**src/rtl/spi_master_mc_if.sv**
```systemverilog
// Handshake and pad signals of the SPI master, grouped so the controller side
// and the pad side each see one bundle.
interface spi_master_mc_if #(
  parameter int DATA_W = 8,
  parameter int NUM_CS = 4,
  parameter int DIV_W  = 16
);
  localparam int CS_W = (NUM_CS > 1) ? $clog2(NUM_CS) : 1;

  logic [DATA_W-1:0] din_i;
  logic              start_i;
  logic [CS_W-1:0]   cs_sel_i;
  logic              cpol_i;
  logic              cpha_i;
  logic              lsb_first_i;
  logic [DIV_W-1:0]  dvsr_i;
  logic              miso_i;
  logic [DATA_W-1:0] dout_o;
  logic              spi_done_tick_o;
  logic              ready_o;
  logic              sclk_o;
  logic              mosi_o;
  logic [NUM_CS-1:0] ss_n_o;

  modport master (
    input  din_i, start_i, cs_sel_i, cpol_i, cpha_i, lsb_first_i, dvsr_i, miso_i,
    output dout_o, spi_done_tick_o, ready_o, sclk_o, mosi_o, ss_n_o
  );

  modport slave (
    output din_i, start_i, cs_sel_i, cpol_i, cpha_i, lsb_first_i, dvsr_i, miso_i,
    input  dout_o, spi_done_tick_o, ready_o, sclk_o, mosi_o, ss_n_o
  );
endinterface

```
**src/rtl/spi_master_mc.sv**
```systemverilog
// Parametrised SPI master: configurable width, CPOL/CPHA, SCLK divider,
// bit order and one-hot active-low slave selects. All outputs registered.
module spi_master_mc #(
  parameter int DATA_W = 8,
  parameter int NUM_CS = 4,
  parameter int DIV_W  = 16
) (
  input  logic clk_i,
  input  logic rst_ni,
  spi_master_mc_if.master bus
);
  localparam int CS_W  = (NUM_CS > 1) ? $clog2(NUM_CS) : 1;
  localparam int BIT_W = $clog2(DATA_W);

  typedef enum logic [2:0] {IDLE, SETUP, P0, P1, HOLD} state_e;

  state_e            state_q, state_d;
  logic [DIV_W-1:0]  cnt_q, cnt_d;
  logic [DIV_W-1:0]  dvsr_q, dvsr_d;
  logic [BIT_W-1:0]  bit_q, bit_d;
  logic [DATA_W-1:0] tx_q, tx_d;
  logic [DATA_W-1:0] rx_q, rx_d;
  logic [CS_W-1:0]   cs_q, cs_d;
  logic              cpol_q, cpol_d;
  logic              cpha_q, cpha_d;
  logic              lsb_q, lsb_d;
  logic [DATA_W-1:0] dout_q, dout_d;
  logic              done_q, done_d;
  logic              ready_q, ready_d;
  logic              sclk_q, sclk_d;
  logic              mosi_q, mosi_d;
  logic [NUM_CS-1:0] ss_n_q, ss_n_d;
  logic              last;

  // Equality against the latched divisor lets the counter reach 2^DIV_W-1 without wrapping early
  assign last = (cnt_q == dvsr_q);

  always_comb begin
    state_d = state_q;
    cnt_d   = cnt_q;
    dvsr_d  = dvsr_q;
    bit_d   = bit_q;
    tx_d    = tx_q;
    rx_d    = rx_q;
    cs_d    = cs_q;
    cpol_d  = cpol_q;
    cpha_d  = cpha_q;
    lsb_d   = lsb_q;
    dout_d  = dout_q;
    done_d  = 1'b0;

    case (state_q)
      IDLE: begin
        cnt_d = '0;
        bit_d = '0;
        if (bus.start_i) begin
          state_d = SETUP;
          dvsr_d  = bus.dvsr_i;
          tx_d    = bus.din_i;
          cs_d    = bus.cs_sel_i;
          cpol_d  = bus.cpol_i;
          cpha_d  = bus.cpha_i;
          lsb_d   = bus.lsb_first_i;
        end
      end
      SETUP: begin
        cnt_d = last ? '0 : cnt_q + DIV_W'(1);
        if (last) state_d = P0;
      end
      P0: begin
        cnt_d = last ? '0 : cnt_q + DIV_W'(1);
        if (last) begin
          state_d = P1;
          rx_d    = lsb_q ? {bus.miso_i, rx_q[DATA_W-1:1]} : {rx_q[DATA_W-2:0], bus.miso_i};
        end
      end
      P1: begin
        cnt_d = last ? '0 : cnt_q + DIV_W'(1);
        if (last) begin
          if (bit_q == BIT_W'(DATA_W-1)) begin
            state_d = HOLD;
          end else begin
            state_d = P0;
            bit_d   = bit_q + BIT_W'(1);
            tx_d    = lsb_q ? (tx_q >> 1) : (tx_q << 1);
          end
        end
      end
      HOLD: begin
        cnt_d = last ? '0 : cnt_q + DIV_W'(1);
        if (last) begin
          state_d = IDLE;
          dout_d  = rx_q;
          done_d  = 1'b1;
        end
      end
      default: state_d = IDLE;
    endcase

    // Outputs are derived from the next state so the registers line up with it
    ready_d = (state_d == IDLE);
    case (state_d)
      IDLE:    sclk_d = bus.cpol_i;
      P0:      sclk_d = cpol_d ^ cpha_d;
      P1:      sclk_d = ~(cpol_d ^ cpha_d);
      default: sclk_d = cpol_d;
    endcase
    mosi_d = (state_d == IDLE) ? mosi_q : (lsb_d ? tx_d[0] : tx_d[DATA_W-1]);
    for (int i = 0; i < NUM_CS; i++) begin
      ss_n_d[i] = !((state_d != IDLE) && (cs_d == CS_W'(i)));
    end
  end

  always_ff @(posedge clk_i) begin
    if (!rst_ni) begin
      state_q <= IDLE;
      cnt_q   <= '0;
      dvsr_q  <= '0;
      bit_q   <= '0;
      tx_q    <= '0;
      rx_q    <= '0;
      cs_q    <= '0;
      cpol_q  <= 1'b0;
      cpha_q  <= 1'b0;
      lsb_q   <= 1'b0;
      dout_q  <= '0;
      done_q  <= 1'b0;
      ready_q <= 1'b1;
      sclk_q  <= 1'b0;
      mosi_q  <= 1'b0;
      ss_n_q  <= '1;
    end else begin
      state_q <= state_d;
      cnt_q   <= cnt_d;
      dvsr_q  <= dvsr_d;
      bit_q   <= bit_d;
      tx_q    <= tx_d;
      rx_q    <= rx_d;
      cs_q    <= cs_d;
      cpol_q  <= cpol_d;
      cpha_q  <= cpha_d;
      lsb_q   <= lsb_d;
      dout_q  <= dout_d;
      done_q  <= done_d;
      ready_q <= ready_d;
      sclk_q  <= sclk_d;
      mosi_q  <= mosi_d;
      ss_n_q  <= ss_n_d;
    end
  end

  assign bus.dout_o          = dout_q;
  assign bus.spi_done_tick_o = done_q;
  assign bus.ready_o         = ready_q;
  assign bus.sclk_o          = sclk_q;
  assign bus.mosi_o          = mosi_q;
  assign bus.ss_n_o          = ss_n_q;
endmodule

```
**src/flat_wrapper.sv**
```systemverilog
// flat-port wrapper written by rule: the top's interface ports become plain ports
module spi_master_mc_flat 
#(
  parameter int DATA_W = 8,
  parameter int NUM_CS = 4,
  parameter int DIV_W  = 16
)
  (clk_i, rst_ni, bus_din_i, bus_start_i, bus_cs_sel_i, bus_cpol_i, bus_cpha_i, bus_lsb_first_i, bus_dvsr_i, bus_miso_i, bus_dout_o, bus_spi_done_tick_o, bus_ready_o, bus_sclk_o, bus_mosi_o, bus_ss_n_o);
  spi_master_mc_if #(.DATA_W(DATA_W), .NUM_CS(NUM_CS), .DIV_W(DIV_W)) bus_i ();
  input  logic clk_i;
  input  logic rst_ni;
  input wire logic [$bits(bus_i.din_i)-1:0] bus_din_i;
  input wire logic [$bits(bus_i.start_i)-1:0] bus_start_i;
  input wire logic [$bits(bus_i.cs_sel_i)-1:0] bus_cs_sel_i;
  input wire logic [$bits(bus_i.cpol_i)-1:0] bus_cpol_i;
  input wire logic [$bits(bus_i.cpha_i)-1:0] bus_cpha_i;
  input wire logic [$bits(bus_i.lsb_first_i)-1:0] bus_lsb_first_i;
  input wire logic [$bits(bus_i.dvsr_i)-1:0] bus_dvsr_i;
  input wire logic [$bits(bus_i.miso_i)-1:0] bus_miso_i;
  output wire logic [$bits(bus_i.dout_o)-1:0] bus_dout_o;
  output wire logic [$bits(bus_i.spi_done_tick_o)-1:0] bus_spi_done_tick_o;
  output wire logic [$bits(bus_i.ready_o)-1:0] bus_ready_o;
  output wire logic [$bits(bus_i.sclk_o)-1:0] bus_sclk_o;
  output wire logic [$bits(bus_i.mosi_o)-1:0] bus_mosi_o;
  output wire logic [$bits(bus_i.ss_n_o)-1:0] bus_ss_n_o;
  assign bus_i.din_i = bus_din_i;
  assign bus_i.start_i = bus_start_i;
  assign bus_i.cs_sel_i = bus_cs_sel_i;
  assign bus_i.cpol_i = bus_cpol_i;
  assign bus_i.cpha_i = bus_cpha_i;
  assign bus_i.lsb_first_i = bus_lsb_first_i;
  assign bus_i.dvsr_i = bus_dvsr_i;
  assign bus_i.miso_i = bus_miso_i;
  assign bus_dout_o = bus_i.dout_o;
  assign bus_spi_done_tick_o = bus_i.spi_done_tick_o;
  assign bus_ready_o = bus_i.ready_o;
  assign bus_sclk_o = bus_i.sclk_o;
  assign bus_mosi_o = bus_i.mosi_o;
  assign bus_ss_n_o = bus_i.ss_n_o;
  spi_master_mc #(.DATA_W(DATA_W), .NUM_CS(NUM_CS), .DIV_W(DIV_W)) u_core (.clk_i(clk_i), .rst_ni(rst_ni), .bus(bus_i));
endmodule
```
**config.mk**
```make
export PLATFORM = sky130hd
export DESIGN_NAME = spi_master_mc_flat
export DESIGN_NICKNAME = d
export VERILOG_FILES = /design/src/rtl/spi_master_mc_if.sv /design/src/rtl/spi_master_mc.sv /design/src/flat_wrapper.sv
export SDC_FILE = /design/constraint.sdc
export NUM_CORES = 1
export LEC_CHECK = 0
export BUFFER_PORTS_ARGS = -buffer_cell sky130_fd_sc_hd__buf_2
export CAP_MARGIN = 20
export CORE_ASPECT_RATIO = 0.6
export CORE_MARGIN = 1
export CORE_UTILIZATION = 54
export CTS_CLUSTER_SIZE = 40
export DETAILED_ROUTE_END_ITERATION = 16
export PLACE_DENSITY = 0.85
export RECOVER_POWER = 100
export SLEW_MARGIN = 40
export SYNTH_ARGS = -nofsm -noshare
export SYNTH_HDL_FRONTEND = slang
export SYNTH_SLANG_ARGS = --single-unit
```
**constraint.sdc**
```tcl
create_clock -name clk_i -period 6.86 [get_ports clk_i]
set_clock_uncertainty 0.1 [all_clocks]
set_input_delay 1.029 -clock clk_i [delete_from_list [all_inputs] [get_ports clk_i]]
set_output_delay 1.029 -clock clk_i [all_outputs]
set_load 0.03 [all_outputs]
```
==> impl_summary.md, run 1 <==
Floorplanning
The floorplan has 22 rows. For this configuration, the core starts out at a cell density of 0.570. The core area is 6220 um2. The die covers 6910 um2. The die is 64.8 um tall. The number of I/O pins is 49. The chip width is 107 um.

Job
Across the run, the number of max-cap violations was 0.

STA
Setup repair after global routing left no endpoint under its margin. The final cycle utilization of the critical path is 0.603. The post-route worst setup slack is 2730 ps. Setup violations remaining at the end of the flow were counted as 0. The post-route minimum period is 4130 ps. Adding up every negative setup slack in the final design gives 0 ps. For the pin with the worst max-slew slack, the measured transition is 1390 ps. The maximum achievable frequency is 242 MHz. The worst slew margin relative to its limit is 0.0623. The final number of hold-violating endpoints is 0. The number of slew-limit violations in the final report was 0.

Detailed routing
The number of vias per cell after detailed routing is 5.83. The number of antenna-violating nets in the routed design is 0. After detailed routing, the number of remaining DRC violations is 0. The detailed-route wire length is 8.42 mm. The total number of vias is 3194. Dividing the detail-routed wire length by the instance count gives 15.4 um. The pre-antenna-repair detailed-routing pass consisted of 4 iterations. In this run, the number of DRC markers left after iteration 0 of detailed routing was 236.

Power and ir drop
Of the total power, combinational logic draws 0.137. The fraction of power consumed by sequential logic is 0.475. The cell area power density is 249 nW/um2.

IR analysis of the VDD net gives a maximum drop of 0.151 mV. The static leakage is 0.00145 uW. The switching power of the nets is 271 uW. The total internal power is 723 uW.

The clock network fraction of total power is 0.388. Of the total power, the share spent switching nets is 0.273.

Setup path
In this run the register-to-register setup slack is 2980 ps. The critical path starts at bus_start_i. In this run the worst path has a maximum fanout of 20. The worst register-to-register path begins at u_core.state_q[2]. STA classifies the critical path endpoint as a flop.

For the worst setup path, the data required time is 7000 ps. The cell count of the worst reg-to-reg path is 6. The critical path in this run is classified as in -> reg. The endpoint identified for the worst register-to-register timing path is u_core.bus.sclk_o. STA classifies the critical path startpoint as a primary input. The signal arrival time at the worst endpoint is 4270 ps. The critical path endpoint is u_core.bus.sclk_o.

Yosys
The mean area per synthesized cell is 8.36 um2. The count of warnings emitted by yosys is 0. Counting every instance in the synthesized netlist gives 424. After synthesis, the netlist uses 44 different library cells. The number of nets produced by synthesis is 460.

The total of flip-flops plus latches after synthesis is 75. The number of enable-type register cells in the synthesized netlist is 0. For this run, the leading register cell type out of synthesis is sky130_fd_sc_hd__dfxtp_1. The summed instance area of the synthesized netlist is 3550 um2. The portion of the post-synthesis area used by sequential elements is 0.423.

Counting flops with an async set or reset pin after synthesis yields a share of 0.

CTS
The clock tree from TritonCTS is done. For the worst-skew pair, the clock arrives at the later sink with an insertion delay of 350 ps. Clock-pin slew was measured on the worst setup and hold paths at 80 ps. The count of hold-fix buffers inserted at cts is 0. The deepest level of the CTS H-tree is 3. The total clock sinks is 75. In this run, CTS created clock tree buffers numbering 9. The number of gates resized after CTS was 0. The cell sitting at the root of the clock tree is a sky130_fd_sc_hd__clkbuf_8. Counting along the longest clock path gives a buffer depth of 2. The post-CTS setup buffer count is 0.

Finish
The area growth from synthesis to layout is 12.6%. Of the cells placed in the final design, the portion with a size suffix greater than 1 is 0.121. The final net count is 495. The count of antenna diodes in the layout is 0.

Global route
Entering global routing, the biggest net connects 63 pins. The first global-routing pass estimated 14.1 mm of wire. The number of global-route vias before repair is 2986. The all-layer global routing usage is 0.262. The global route total overflow is 0. The initial antenna violation count is 0.

Place
Routability-driven placement finished with a final weighted congestion of 0.886. Port buffering added 48 buffers. At the placement stage, the worst setup path has a slack of 3290 ps. Detailed placement finished with a half-perimeter wire length of 5.85 mm.

Run status
The flow ran to the end, and the final reports show no timing, DRC or antenna violations.

Worst hold path
In this run the worst hold path is classified as reg -> reg.
cell type report:
class	count	area, um2
multi-input combinational	316	1900
timing repair buffer	54	246
fill	561	2230
clock buffer	11	141
clock inverter	5	85.1
tap	84	105
sequential	75	1500
inverter	3	13.8
worst max-delay path, stage by stage:
cell	delay, ps
sky130_fd_sc_hd__buf_2	130
sky130_fd_sc_hd__nor4b_1	1110
sky130_fd_sc_hd__clkbuf_1	750
sky130_fd_sc_hd__mux2i_1	310
sky130_fd_sc_hd__or3b_1	420
sky130_fd_sc_hd__a32o_1	230
sky130_fd_sc_hd__a211o_1	280
synthesized netlist by cell type (8+ instances only):
cell type                   n  area, um2
sky130_fd_sc_hd__mux2i_1   19        190
sky130_fd_sc_hd__o31ai_1   10       75.1
sky130_fd_sc_hd__dfxtp_1   75       1500
sky130_fd_sc_hd__nor3_1    12       60.1
sky130_fd_sc_hd__nand2_1   74        278
sky130_fd_sc_hd__o21ai_0    8       40.0
sky130_fd_sc_hd__a22oi_1   11       82.6
sky130_fd_sc_hd__nor2_1    31        116
sky130_fd_sc_hd__a211oi_1   9       67.6
sky130_fd_sc_hd__clkbuf_1  22       82.6
sky130_fd_sc_hd__xnor2_1   20        175
sky130_fd_sc_hd__nand3_1    9       45.0
sky130_fd_sc_hd__a21oi_1   41        205
sky130_fd_sc_hd__and2_1     8       50.1
stage by stage:
stage | hold WS [ps] | total power (uW) | cell area (um2) | util | cells
after floorplan | 341 | 582 | 3550 | - | 424
after global placement | 358 | 616 | 3820 | 0.614 | 531
after detailed placement | 360 | 623 | 3820 | 0.615 | 531
after CTS | 371 | 1000 | 4050 | 0.651 | 547
after global routing | 396 | 1040 | 3990 | 0.642 | 548
final | 369 | 995 | 3990 | 0.642 | 548
placed cells by master (no fill, tap or decap), types with 7 or more instances in the layout:
cell type,count
sky130_fd_sc_hd__nand2_1,74
sky130_fd_sc_hd__dfxtp_1,74
sky130_fd_sc_hd__a21oi_1,41
sky130_fd_sc_hd__buf_2,32
sky130_fd_sc_hd__nor2_1,31
sky130_fd_sc_hd__clkbuf_1,22
sky130_fd_sc_hd__xnor2_1,20
sky130_fd_sc_hd__mux2i_1,19
sky130_fd_sc_hd__nor3_1,12
sky130_fd_sc_hd__a22oi_1,11
sky130_fd_sc_hd__o31ai_1,10
sky130_fd_sc_hd__clkbuf_8,10
sky130_fd_sc_hd__nand3_1,9
sky130_fd_sc_hd__a211oi_1,9
sky130_fd_sc_hd__o21ai_0,8
sky130_fd_sc_hd__nand4_1,7
sky130_fd_sc_hd__nand3b_1,7
worst min-delay path by stage:
stage,from,endpoint,slack [ps],cells after the start
3_5_place_dp,u_core.dvsr_q[8],u_core.dvsr_q[8],360,2
3_3_place_gp,u_core.dvsr_q[8],u_core.dvsr_q[8],360,2
5_1_grt,u_core.dvsr_q[6],u_core.dvsr_q[6],400,2
6_report,u_core.dvsr_q[6],u_core.dvsr_q[6],370,2
4_1_cts,u_core.dvsr_q[8],u_core.dvsr_q[8],370,2
2_1_floorplan,u_core.tx_q[6],u_core.tx_q[6],340,2
cell families (layout without fill, tap and decap cells):
logic type / after synthesis / after routing / share of synthesized area
XOR/XNOR: 20 / 20 / 0.0494
multiplexers: 25 / 25 / 0.0727
adder cells (fa/ha/maj): 3 / 3 / 0.0106
AND/OR/NAND/NOR: 178 / 178 / 0.248
AO/OA/AOI/OAI: 90 / 90 / 0.159
buffers and inverters: 33 / 73 / 0.0371
flip-flops: 75 / 75 / 0.423
power by group through the flow:
stage	sequential (uW)	clock [uW]	combinational [uW]
6_report	473	386	136
5_1_grt	476	413	150
4_1_cts	473	390	141
3_5_place_dp	483	0	140
3_3_place_gp	482	0	134
2_1_floorplan	479	0	102
layer usage:
layer,part of all wire,up-vias,track usage
li1,-,1566,-
met4,0.013,0,0.0908
met3,0.093,10,0.0765
met5,0,-,0
met1,0.46,1491,0.359
met2,0.43,127,0.394
state kept, by name (all words and copies together), names as in the netlist, 2 cells and up:
register           cells
u_core.bit_q           3
u_core.bus.dout_o      8
u_core.bus.ss_n_o      4
u_core.cnt_q          16
u_core.cs_q            2
u_core.dvsr_q         16
u_core.rx_q            8
u_core.state_q         3
u_core.tx_q            8
(Power assumes the default switching activity.)
==> run 2, diff against run 1 <==
--- a/config.mk
+++ b/config.mk
@@ -9,10 +9,10 @@
 export CAP_MARGIN = 20
 export CORE_ASPECT_RATIO = 0.6
 export CORE_MARGIN = 1
-export CORE_UTILIZATION = 54
+export CORE_UTILIZATION = 51
 export CTS_CLUSTER_SIZE = 40
 export DETAILED_ROUTE_END_ITERATION = 16
-export PLACE_DENSITY = 0.85
+export PLACE_DENSITY = 0.84
 export RECOVER_POWER = 100
 export SLEW_MARGIN = 40
 export SYNTH_ARGS = -nofsm -noshare
==> constraint.sdc (replaced) <==
create_clock -name clk_i -period 3.5 [get_ports clk_i]
set_clock_uncertainty 0.1 [all_clocks]
set_input_delay 0.525 -clock clk_i [delete_from_list [all_inputs] [get_ports clk_i]]
set_output_delay 0.525 -clock clk_i [all_outputs]
set_load 0.03 [all_outputs]
==> impl_summary.md, run 2 (same netlist as run 1, synthesis figures left out) <==
Place
The number of instances in the placed design is 537. The HPWL after detailed placement is 5.92 mm. Routability-driven placement finished with a final weighted congestion of 0.932. During placement, the flow inserted port buffers numbering 48.

CTS
The clock passes through at most 2 buffers. The number of hold buffers added after CTS was 0. In this run the post-CTS setup repair buffer count came out at 0. For this design, the sink count on the clock tree is 75.

The clock tree from TritonCTS is done. Post-CTS repair changed the size of 0 cells. In this run the clock root is driven by a sky130_fd_sc_hd__clkbuf_16. The number of buffers created by CTS is 9.

The deepest level of the CTS H-tree is 3. The clock latency at the later pin of the worst-skew pair is 330 ps. The clock transition at the registers of the reported paths is 60 ps.

Floorplanning
The floorplan die area is 7300 um2. In this run the count of I/O pins placed on the die edge is 49. The core area is 6710 um2. The chip width is 110 um. The die is 66.6 um tall. The floorplan has 23 rows. The initial standard-cell utilization of the core is 0.529.

Detailed routing
The number of vias per cell after detailed routing is 5.79. The number of detailed-routing iterations run before antenna repair is 5. Once detail routing completed, the nets flagged for antenna violations numbered 0.

The detailed router placed 3202 vias in this run. The detailed-route wire length is 8.50 mm. In the final routed layout, each cell accounts on average for 15.4 um.

The residual DRC count is 0. After the first detailed-routing iteration, the DRC count stood at 247.

Setup path
In this run the worst path has a maximum fanout of 29. The signal arrival time at the worst endpoint is 2920 ps. The critical path class is reg -> reg. For the worst flop-to-flop path, the logic depth is 8. The worst register-to-register path ends at u_core.rx_q[0]. The required time at the worst-slack endpoint is 3650 ps. STA classifies the critical path startpoint as a flop. The delay of the slowest critical-path stage is 490 ps.

For this design, the slowest cell found on the critical path is sky130_fd_sc_hd__clkbuf_1. The critical path goes through xnor2_1 -> nand4_1 -> nor4_1 -> buf_4 -> nor4bb_1 -> clkbuf_1 -> nor2_1 -> a211oi_1. The kind of capture point of the worst setup path is a flop. The minimum setup slack among reg-to-reg paths is 730 ps. In this run the critical register-to-register path is launched from u_core.cnt_q[10].

Global route
The all-layer global routing usage is 0.246. The first global-routing pass estimated 13.8 mm of wire. The global route total overflow is 0. The initial antenna violation count is 0. The largest net degree at the start of global routing is 36. The number of global-route vias before repair is 2817.

Power and ir drop
Summed over all cells, the static leakage comes to 0.00150 uW. Of the total power, combinational logic draws 0.127. The total power after layout is 2150 uW. The net switching fraction of the power is 0.268.

The total internal power is 1570 uW. The maximum vdd ir drop is 0.260 mV. The fraction of power consumed by sequential logic is 0.433. The clock network fraction of total power is 0.441.

The cell area power density is 523 nW/um2. The switching power of the nets is 577 uW.

STA
For the pin with the worst max-slew slack, the measured transition is 692 ps. Setup repair after global routing left no endpoint under its margin. The number of slew-limit violations in the final report is 0. The worst slew margin relative to its limit is 0.535. Setup total negative slack on the finished layout was measured at 0 ps.

Hold is met by 326 ps. The maximum achievable frequency is 361 MHz. Setup violations remaining at the end of the flow were counted as 0. Of the available clock period, the critical path in the final layout requires 0.790.

The final number of hold-violating endpoints is 0. The post-route minimum period is 2770 ps.

Finish
The largest registers in the layout are u_core.cnt_q (16), u_core.dvsr_q (16). The library cells used most frequently in the layout, excluding fill and tap cells, are sky130_fd_sc_hd__nand2_1, sky130_fd_sc_hd__dfxtp_1, sky130_fd_sc_hd__a21oi_1. The repair_antennas step left the layout with diodes totalling 0. The net count of the finished layout is 497. The share of layout cells above drive strength 1 is 0.131. From synthesis to final layout, the design area changed by 15.9%.

The filler-free cell count of the finished design is 553.

Worst hold path
The path with the worst hold slack has its endpoint at u_core.dvsr_q[14]. The startpoint of the tightest hold check path is bus_dvsr_i[14]. The min-delay analysis places its worst path in the category in -> reg. The number of cells on the worst hold path is 3.

Run status
The flow ran to the end, and the final reports show no timing, DRC or antenna violations.

Job
Max-cap violations in this run came to 0.
run 2: cell types whose count changed in the layout (fill, tap and decap cells not counted), moves of 2 or more:
cell                        change
sky130_fd_sc_hd__clkbuf_16      +9
sky130_fd_sc_hd__buf_4          +3
sky130_fd_sc_hd__clkbuf_8       -9
sky130_fd_sc_hd__clkbuf_1       -2
run 2: how the worst max path moves through the flow:
stage                     start              endpoint  cells after the start
6_report       u_core.cnt_q[10]        u_core.rx_q[0]                      8
5_1_grt        u_core.cnt_q[10]        u_core.rx_q[0]                      8
4_1_cts         u_core.cnt_q[2]  u_core.bus.dout_o[6]                      7
3_5_place_dp    u_core.cnt_q[2]  u_core.bus.dout_o[6]                      7
3_3_place_gp   u_core.cnt_q[10]  u_core.bus.dout_o[0]                      7
2_1_floorplan       bus_start_i     u_core.bus.sclk_o                      5
run 2: final cells by class:
cell class                      instances  area [um2]
Clock buffer                           10         239
Clock inverter                          6        71.3
Fill cell                             583        2590
Inverter                                3        11.3
Multi-Input combinational cell        316        1910
Sequential cell                        75        1500
Tap cell                               87         109
Timing Repair Buffer                   56         265
run 2: power by group through the flow:
| stage | sequential (uW) | clock (uW) | combinational (uW) |
|---|---|---|---|
| floorplan | 940 | 0 | 200 |
| global placement | 946 | 0 | 267 |
| detailed placement | 948 | 0 | 276 |
| CTS | 930 | 956 | 277 |
| global route | 936 | 992 | 296 |
| finish | 931 | 949 | 272 |
run 2: per-layer routing:
metal / up-vias / GRT usage / routed length (um)
met5: - / 0 / 0
met4: 0 / 0.0767 / 119
met3: 19 / 0.0656 / 690
met2: 138 / 0.346 / 3620
met1: 1469 / 0.362 / 4070
li1: 1576 / - / -
run 2: metrics by stage:
stage               cell area (um2)   util  setup slack, ps
floorplan                      3550      -             1350
global placement               3850  0.574             1210
detailed placement             3850  0.574             1030
CTS                            4160  0.620             1010
global route                   4110  0.613              504
finish                         4110  0.613              734
run 2: critical path, delay by kind of cell (launching register included):
family | cells | cell delay (ps)
xor gates and xnor gates | 1 | 160
AOI/OAI and AO/OA | 1 | 230
buffers and inverters | 2 | 850
and+or+nand+nor | 4 | 870
DFF | 1 | 470
